### src/rtl/seg_scan_driver_if.sv
// seg_scan_driver_if: digit-selector handshake and display pins of the scan driver
interface seg_scan_driver_if;
    logic        en;
    logic [2:0]  light;
    logic [10:0] num;
    logic        dot;
    logic [7:0]  blink_mask;
    logic [7:0]  an;
    logic [6:0]  seg;
    logic        dp;
    logic        frame_done;
    modport master (input en, num, dot, blink_mask, output light, an, seg, dp, frame_done);
    modport slave (output en, num, dot, blink_mask, input light, an, seg, dp, frame_done);
endinterface

### src/rtl/seg_scan_driver.sv
// seg_scan_driver: 8-digit multiplexed seven-segment scanner with dead cycle; optional blink via SEG_BLINK_EN
module seg_scan_driver #(
    parameter int SCAN_DIV  = 50000,
    parameter int BLINK_DIV = 25000000
) (
    input logic clk,
    input logic rst_n,
    seg_scan_driver_if.master bus
);
    localparam int SW = $clog2(SCAN_DIV);
    logic [SW-1:0] presc;
    logic          tick;
    logic          load;
    logic [7:0]    an_r;
    logic [6:0]    seg_dec;
    assign tick = bus.en && presc == SW'(SCAN_DIV - 1);
    // Slot prescaler, frozen while disabled
    always_ff @(posedge clk) begin
        if (!rst_n) presc <= '0;
        else if (bus.en) presc <= tick ? '0 : presc + 1'b1;
    end
    // Slot sequencing: tick blanks the digits, the following cycle loads the new slot
    always_ff @(posedge clk) begin
        if (!rst_n) begin
            bus.light      <= 3'd0;
            an_r           <= 8'hFF;
            bus.seg        <= 7'h7F;
            bus.dp         <= 1'b1;
            bus.frame_done <= 1'b0;
            load           <= 1'b1;
        end else begin
            bus.frame_done <= tick && bus.light == 3'd7;
            if (!bus.en) begin
                an_r <= 8'hFF;
                load <= 1'b1;
            end else if (tick) begin
                bus.light <= bus.light + 3'd1;
                an_r      <= 8'hFF;
                load      <= 1'b1;
            end else if (load) begin
                bus.seg <= seg_dec;
                bus.dp  <= ~bus.dot;
                an_r    <= ~(8'd1 << bus.light);
                load    <= 1'b0;
            end
        end
    end
    // Active-low gfedcba decode; dash lights g only, everything else is blank
    always_comb begin
        case (bus.num)
            11'd0:   seg_dec = 7'h40;
            11'd1:   seg_dec = 7'h79;
            11'd2:   seg_dec = 7'h24;
            11'd3:   seg_dec = 7'h30;
            11'd4:   seg_dec = 7'h19;
            11'd5:   seg_dec = 7'h12;
            11'd6:   seg_dec = 7'h02;
            11'd7:   seg_dec = 7'h78;
            11'd8:   seg_dec = 7'h00;
            11'd9:   seg_dec = 7'h10;
            11'd11:  seg_dec = 7'h3F;
            default: seg_dec = 7'h7F;
        endcase
    end
`ifdef SEG_BLINK_EN
    localparam int BW = BLINK_DIV > 1 ? $clog2(BLINK_DIV) : 1;
    logic [BW-1:0] bcnt;
    logic          hidden;
    // Blink half-period counter; hidden phase masks the selected digits
    always_ff @(posedge clk) begin
        if (!rst_n) begin
            bcnt   <= '0;
            hidden <= 1'b0;
        end else if (bus.en) begin
            if (bcnt == BW'(BLINK_DIV - 1)) begin
                bcnt   <= '0;
                hidden <= ~hidden;
            end else begin
                bcnt <= bcnt + 1'b1;
            end
        end
    end
    assign bus.an = an_r | (hidden ? bus.blink_mask : 8'h00);
`else
    logic unused_mask;
    assign unused_mask = ^bus.blink_mask;
    assign bus.an = an_r;
`endif
endmodule

### src/flat_wrapper.sv
// flat-port wrapper written by rule: the top's interface ports become plain ports
module seg_scan_driver_flat 
#(
    parameter int SCAN_DIV  = 50000,
    parameter int BLINK_DIV = 25000000
)
  (clk, rst_n, bus_en, bus_num, bus_dot, bus_blink_mask, bus_light, bus_an, bus_seg, bus_dp, bus_frame_done);
  seg_scan_driver_if bus_i ();
  input logic clk;
  input logic rst_n;
  input wire logic [$bits(bus_i.en)-1:0] bus_en;
  input wire logic [$bits(bus_i.num)-1:0] bus_num;
  input wire logic [$bits(bus_i.dot)-1:0] bus_dot;
  input wire logic [$bits(bus_i.blink_mask)-1:0] bus_blink_mask;
  output wire logic [$bits(bus_i.light)-1:0] bus_light;
  output wire logic [$bits(bus_i.an)-1:0] bus_an;
  output wire logic [$bits(bus_i.seg)-1:0] bus_seg;
  output wire logic [$bits(bus_i.dp)-1:0] bus_dp;
  output wire logic [$bits(bus_i.frame_done)-1:0] bus_frame_done;
  assign bus_i.en = bus_en;
  assign bus_i.num = bus_num;
  assign bus_i.dot = bus_dot;
  assign bus_i.blink_mask = bus_blink_mask;
  assign bus_light = bus_i.light;
  assign bus_an = bus_i.an;
  assign bus_seg = bus_i.seg;
  assign bus_dp = bus_i.dp;
  assign bus_frame_done = bus_i.frame_done;
  seg_scan_driver #(.SCAN_DIV(SCAN_DIV), .BLINK_DIV(BLINK_DIV)) u_core (.clk(clk), .rst_n(rst_n), .bus(bus_i));
endmodule
### config.mk
export PLATFORM = sky130hd
export DESIGN_NAME = seg_scan_driver_flat
export DESIGN_NICKNAME = d
export VERILOG_FILES = /design/src/rtl/seg_scan_driver_if.sv /design/src/rtl/seg_scan_driver.sv /design/src/flat_wrapper.sv
export SDC_FILE = /design/constraint.sdc
export NUM_CORES = 1
export LEC_CHECK = 0
export ABC_AREA = 1
export BUFFER_PORTS_ARGS = -buffer_cell sky130_fd_sc_hd__buf_2
export CAP_MARGIN = 40
export CORE_UTILIZATION = 35
export DETAILED_ROUTE_END_ITERATION = 7
export GPL_TIMING_DRIVEN = 0
export HOLD_SLACK_MARGIN = 0.08
export SYNTH_ARGS = -nofsm -noshare
export SYNTH_HDL_FRONTEND = slang
export SYNTH_SLANG_ARGS = --single-unit
### constraint.sdc
create_clock -name clk -period 3.85 [get_ports clk]
set_clock_uncertainty 0.2 [all_clocks]
set_input_delay 0.385 -clock clk [delete_from_list [all_inputs] [get_ports clk]]
set_output_delay 0.385 -clock clk [all_outputs]
set_load 0.05 [all_outputs]
==> out/qor.log <==
[worst_setup_path] Worst EP required 3830 ps
[die] height of the chip 77.4 um
[worst_setup_path] category of the most critical setup path reg -> reg
[clock_tree] CTS tree done
[yosys] Netlist cell types 28
[clock_tree] post-CTS resize count 0
[drt] total wire length after detailed routing 4.14 mm
[drt] remaining routing DRC violations 0
[grt] largest net degree at the start of global routing 12
[drt] first-pass iteration count of the detailed router 4
[worst_setup_path] element type at the critical path end flop
[grt] antenna violations before repair 0
[worst_setup_path] termination of the worst setup path u_core.presc[8]
[placed_design] routability-driven placement congestion ratio 0.806
[drt] Routed wire per std cell 10.5 um
[yosys] flops & latches, synth 37
[power_and_ir_drop] Leak Pwr 1.07 nW
[finish] ANT cells 0
[finish] utilization after layout 42.7%
[worst_setup_path] number of cells on the worst reg-to-reg path 8
[placed_design] Placement Cell Area 0.00225 sq mm
[sta] number of max-slew violations in the final report 0
[die] row count 27
[yosys] warnings from Yosys 0
[finish] number of nets in the layout 358
[worst_setup_path] Crit Reg-Reg Startpoint u_core.presc[1]
[clock_tree] count of clock tree sinks 37
[die] total die area 0.00599 sq mm
[sta] unrepaired setup endpoints after global routing false
[worst_setup_path] launch point of the worst path u_core.presc[1]
[clock_tree] total number of H-tree levels 2
[clock_tree] Post CTS Setup Buffer Count 0
[power_and_ir_drop] part of the power in combinational logic 10.7%
[power_and_ir_drop] internal power summed over all cells 0.000604 W
[power_and_ir_drop] Clk pwr share 40.0%
[min_path] type of the worst min-delay path in -> reg
[clock_tree] clock tree buffer depth 2
[drt] DRC marker count from the first detailed-route iteration 110
[sta] hold violation total from the final report 0
[status] result of the run finished clean
[finish] area growth from synthesis to layout 18.0%
[power_and_ir_drop] Power Density 342 mW/mm^2
[die] count of boundary I/O pins 43
[clock_tree] Clk Latency, worst-skew pair 290 ps
[grt] vias in the first global route 1,688
[clock_tree] cts bufs inserted 5
[placed_design] final HPWL from detailed placement 3.13 mm
[yosys] share of the yosys chip area belonging to registers 37.2%
[die] effective utilization at floorplan 36.2%
[die] overall die width 77.4 um
[yosys] average cell area after synthesis 7.06 sq um
[worst_setup_path] Worst R2R End u_core.presc[8]
[grt] total grt overflow 0
[clock_tree] Clk Tree Root Cell sky130_fd_sc_hd__clkbuf_8
[worst_setup_path] flop-to-flop setup slack 2160 ps
[placed_design] number of buffers added on ports 33
[drt] total via count after detailed routing 1,853
[job] number of maximum-capacitance constraint violations 0
[grt] global router's overall resource usage 14.9%
[yosys] synthesized netlist net count 318
[sta] post-route minimum period 1690 ps
[clock_tree] clock slew seen by the registers of the worst setup and hold paths 70 ps
[drt] Antenna Nets Post-Route 0
[sta] setup TNS after final layout 0 ps
[sta] Least-Margin Pin Slew 463 ps
[worst_setup_path] arrival time of the worst setup path 1660 ps
[sta] worst rel slew slack 69.1%
[die] Core ar. 0.00551 sq mm
[worst_setup_path] Critical Path Source Type flop
[grt] first-pass GRT wire length 7.21 mm
[sta] portion of the clock cycle consumed by the worst path in the final layout 43.8%
[clock_tree] number of buffers inserted by hold repair at cts 0
[worst_setup_path] maximum fanout count along the critical path 7
[power_and_ir_drop] Reg power frac 49.3%
[yosys] synthesized instance count 282
[power_and_ir_drop] Sw Share 24.8%
[sta] Peak Freq 593 MHz
[finish] share of final-layout standard cells stronger than drive strength 1 17.1%
[power_and_ir_drop] largest voltage drop on the vdd net 0.000158 V
[finish] Post-Layout Inst Area 0.00235 sq mm
[sta] count of final setup violators 0
[yosys] Post-Syn Area 0.00199 sq mm
[drt] Via density 4.70
[power_and_ir_drop] net switching component of the power 0.000200 W
## kinds of logic after synthesis
| group | count (synthesis) | synth area share, % |
|---|---|---|
| AO/OA/AOI/OAI | 16 | 4.40 |
| XOR/XNOR | 5 | 2.20 |
| adder cells (fa/ha/maj) | 13 | 8.17 |
| buffers and inverters | 39 | 7.98 |
| flip-flops | 37 | 37.2 |
| AND/OR/NAND/NOR | 172 | 40.0 |
## worst max-delay path, cell delays in order (launching register included)
cell	delay, ps
sky130_fd_sc_hd__dfxtp_1	370
sky130_fd_sc_hd__ha_1	230
sky130_fd_sc_hd__nand3_1	130
sky130_fd_sc_hd__nor2_4	190
sky130_fd_sc_hd__nand3_4	130
sky130_fd_sc_hd__nand2_2	130
sky130_fd_sc_hd__inv_2	90
sky130_fd_sc_hd__nand2_1	70
sky130_fd_sc_hd__nor2_1	30
## state kept, by name, summed over array words and instances (netlist names)
signal,flops
u_core.bus.an,8
u_core.bus.dp,1
u_core.bus.frame_done,1
u_core.bus.light,3
u_core.bus.seg,7
u_core.load,1
u_core.presc,16
## synthesized netlist by cell type
| library cell | count | area (sq um) |
|---|---|---|
| sky130_fd_sc_hd__nor2_4 | 2 | 22.5 |
| sky130_fd_sc_hd__nand2_4 | 1 | 11.3 |
| sky130_fd_sc_hd__nand3_1 | 29 | 145 |
| sky130_fd_sc_hd__nor2_1 | 44 | 165 |
| sky130_fd_sc_hd__nand3_2 | 1 | 10.0 |
| sky130_fd_sc_hd__xnor2_1 | 1 | 8.76 |
| sky130_fd_sc_hd__nand2_2 | 2 | 12.5 |
| sky130_fd_sc_hd__o21bai_1 | 1 | 7.51 |
| sky130_fd_sc_hd__nand3b_1 | 2 | 15.0 |
| sky130_fd_sc_hd__nand3_4 | 1 | 17.5 |
| sky130_fd_sc_hd__xor2_1 | 4 | 35.0 |
| sky130_fd_sc_hd__nand4_1 | 19 | 119 |
| sky130_fd_sc_hd__nand2_1 | 63 | 236 |
| sky130_fd_sc_hd__ha_1 | 13 | 163 |
| sky130_fd_sc_hd__nor2_2 | 2 | 12.5 |
| sky130_fd_sc_hd__buf_4 | 1 | 7.51 |
| sky130_fd_sc_hd__o21ai_1 | 1 | 5.00 |
| sky130_fd_sc_hd__o21ai_0 | 6 | 30.0 |
| sky130_fd_sc_hd__o22ai_1 | 4 | 25.0 |
| sky130_fd_sc_hd__inv_1 | 28 | 105 |
| sky130_fd_sc_hd__buf_6 | 1 | 11.3 |
| sky130_fd_sc_hd__dfxtp_1 | 37 | 741 |
| sky130_fd_sc_hd__a21oi_1 | 4 | 20.0 |
| sky130_fd_sc_hd__buf_1 | 1 | 3.75 |
| sky130_fd_sc_hd__inv_2 | 3 | 11.3 |
| sky130_fd_sc_hd__buf_2 | 1 | 5.00 |
| sky130_fd_sc_hd__clkbuf_1 | 4 | 15.0 |
| sky130_fd_sc_hd__nor3_1 | 6 | 30.0 |
## worst min-delay path by stage
stage	start	to	slack, ps	cells past startpoint
after floorplan	u_core.presc[0]	u_core.presc[0]	260	2
after global placement	u_core.bus.dp	u_core.bus.dp	240	2
after detailed placement	u_core.bus.dp	u_core.bus.dp	240	2
after CTS	rst_n	u_core.load	180	2
after global routing	rst_n	u_core.load	200	2
final	bus_dot	u_core.bus.dp	190	4
## cell usage in the layout, fill, tap and decap left out, drive strengths merged
cell    instances
o21ai           7
xor2            4
ha             13
nand3b          2
clkbuf          9
o22ai           4
xnor2           1
nor2           48
nand3          31
nor3            6
o21bai          1
inv            31
bufinv          1
nand2          66
clkinv          1
a21oi           4
nand4          19
dfxtp          37
buf            37
## layout make-up
class,count,area [sq um]
Multi-Input combinational cell,206,1090
Sequential cell,37,741
Tap cell,72,90.1
Timing Repair Buffer,33,165
Fill cell,587,3160
Buffer,8,42.5
Clock buffer,5,68.8
Inverter,31,116
Clock inverter,2,35.0
## metal layers
metal | global-route usage (%) | vias to the layer above | share of wire (%) | wire (um)
met5 | 0 | - | 0 | 0
met4 | 5.09 | 0 | 0.80 | 33
met3 | 3.76 | 4 | 4.5 | 185
met2 | 24.5 | 41 | 44 | 1830
met1 | 18.8 | 815 | 51 | 2100
li1 | - | 993 | - | -
## through the flow
step	worst slack [ps]	total power [W]	cells	hold slack, ps
2_1_floorplan	2220	0.000465	282	261
3_3_place_gp	2190	0.000490	387	235
3_5_place_dp	2180	0.000491	387	244
4_1_cts	2160	0.000816	394	183
5_1_grt	2030	0.000841	394	200
6_report	2160	0.000804	394	190
## power by group through the flow
stage	clock network, W	registers, W	logic (W)
global placement	0	0.000405	0.0000850
global route	0.000349	0.000397	0.0000952
CTS	0.000334	0.000396	0.0000863
finish	0.000322	0.000396	0.0000858
floorplan	0	0.000425	0.0000403
detailed placement	0	0.000405	0.0000859
(Power assumes the default switching activity.)
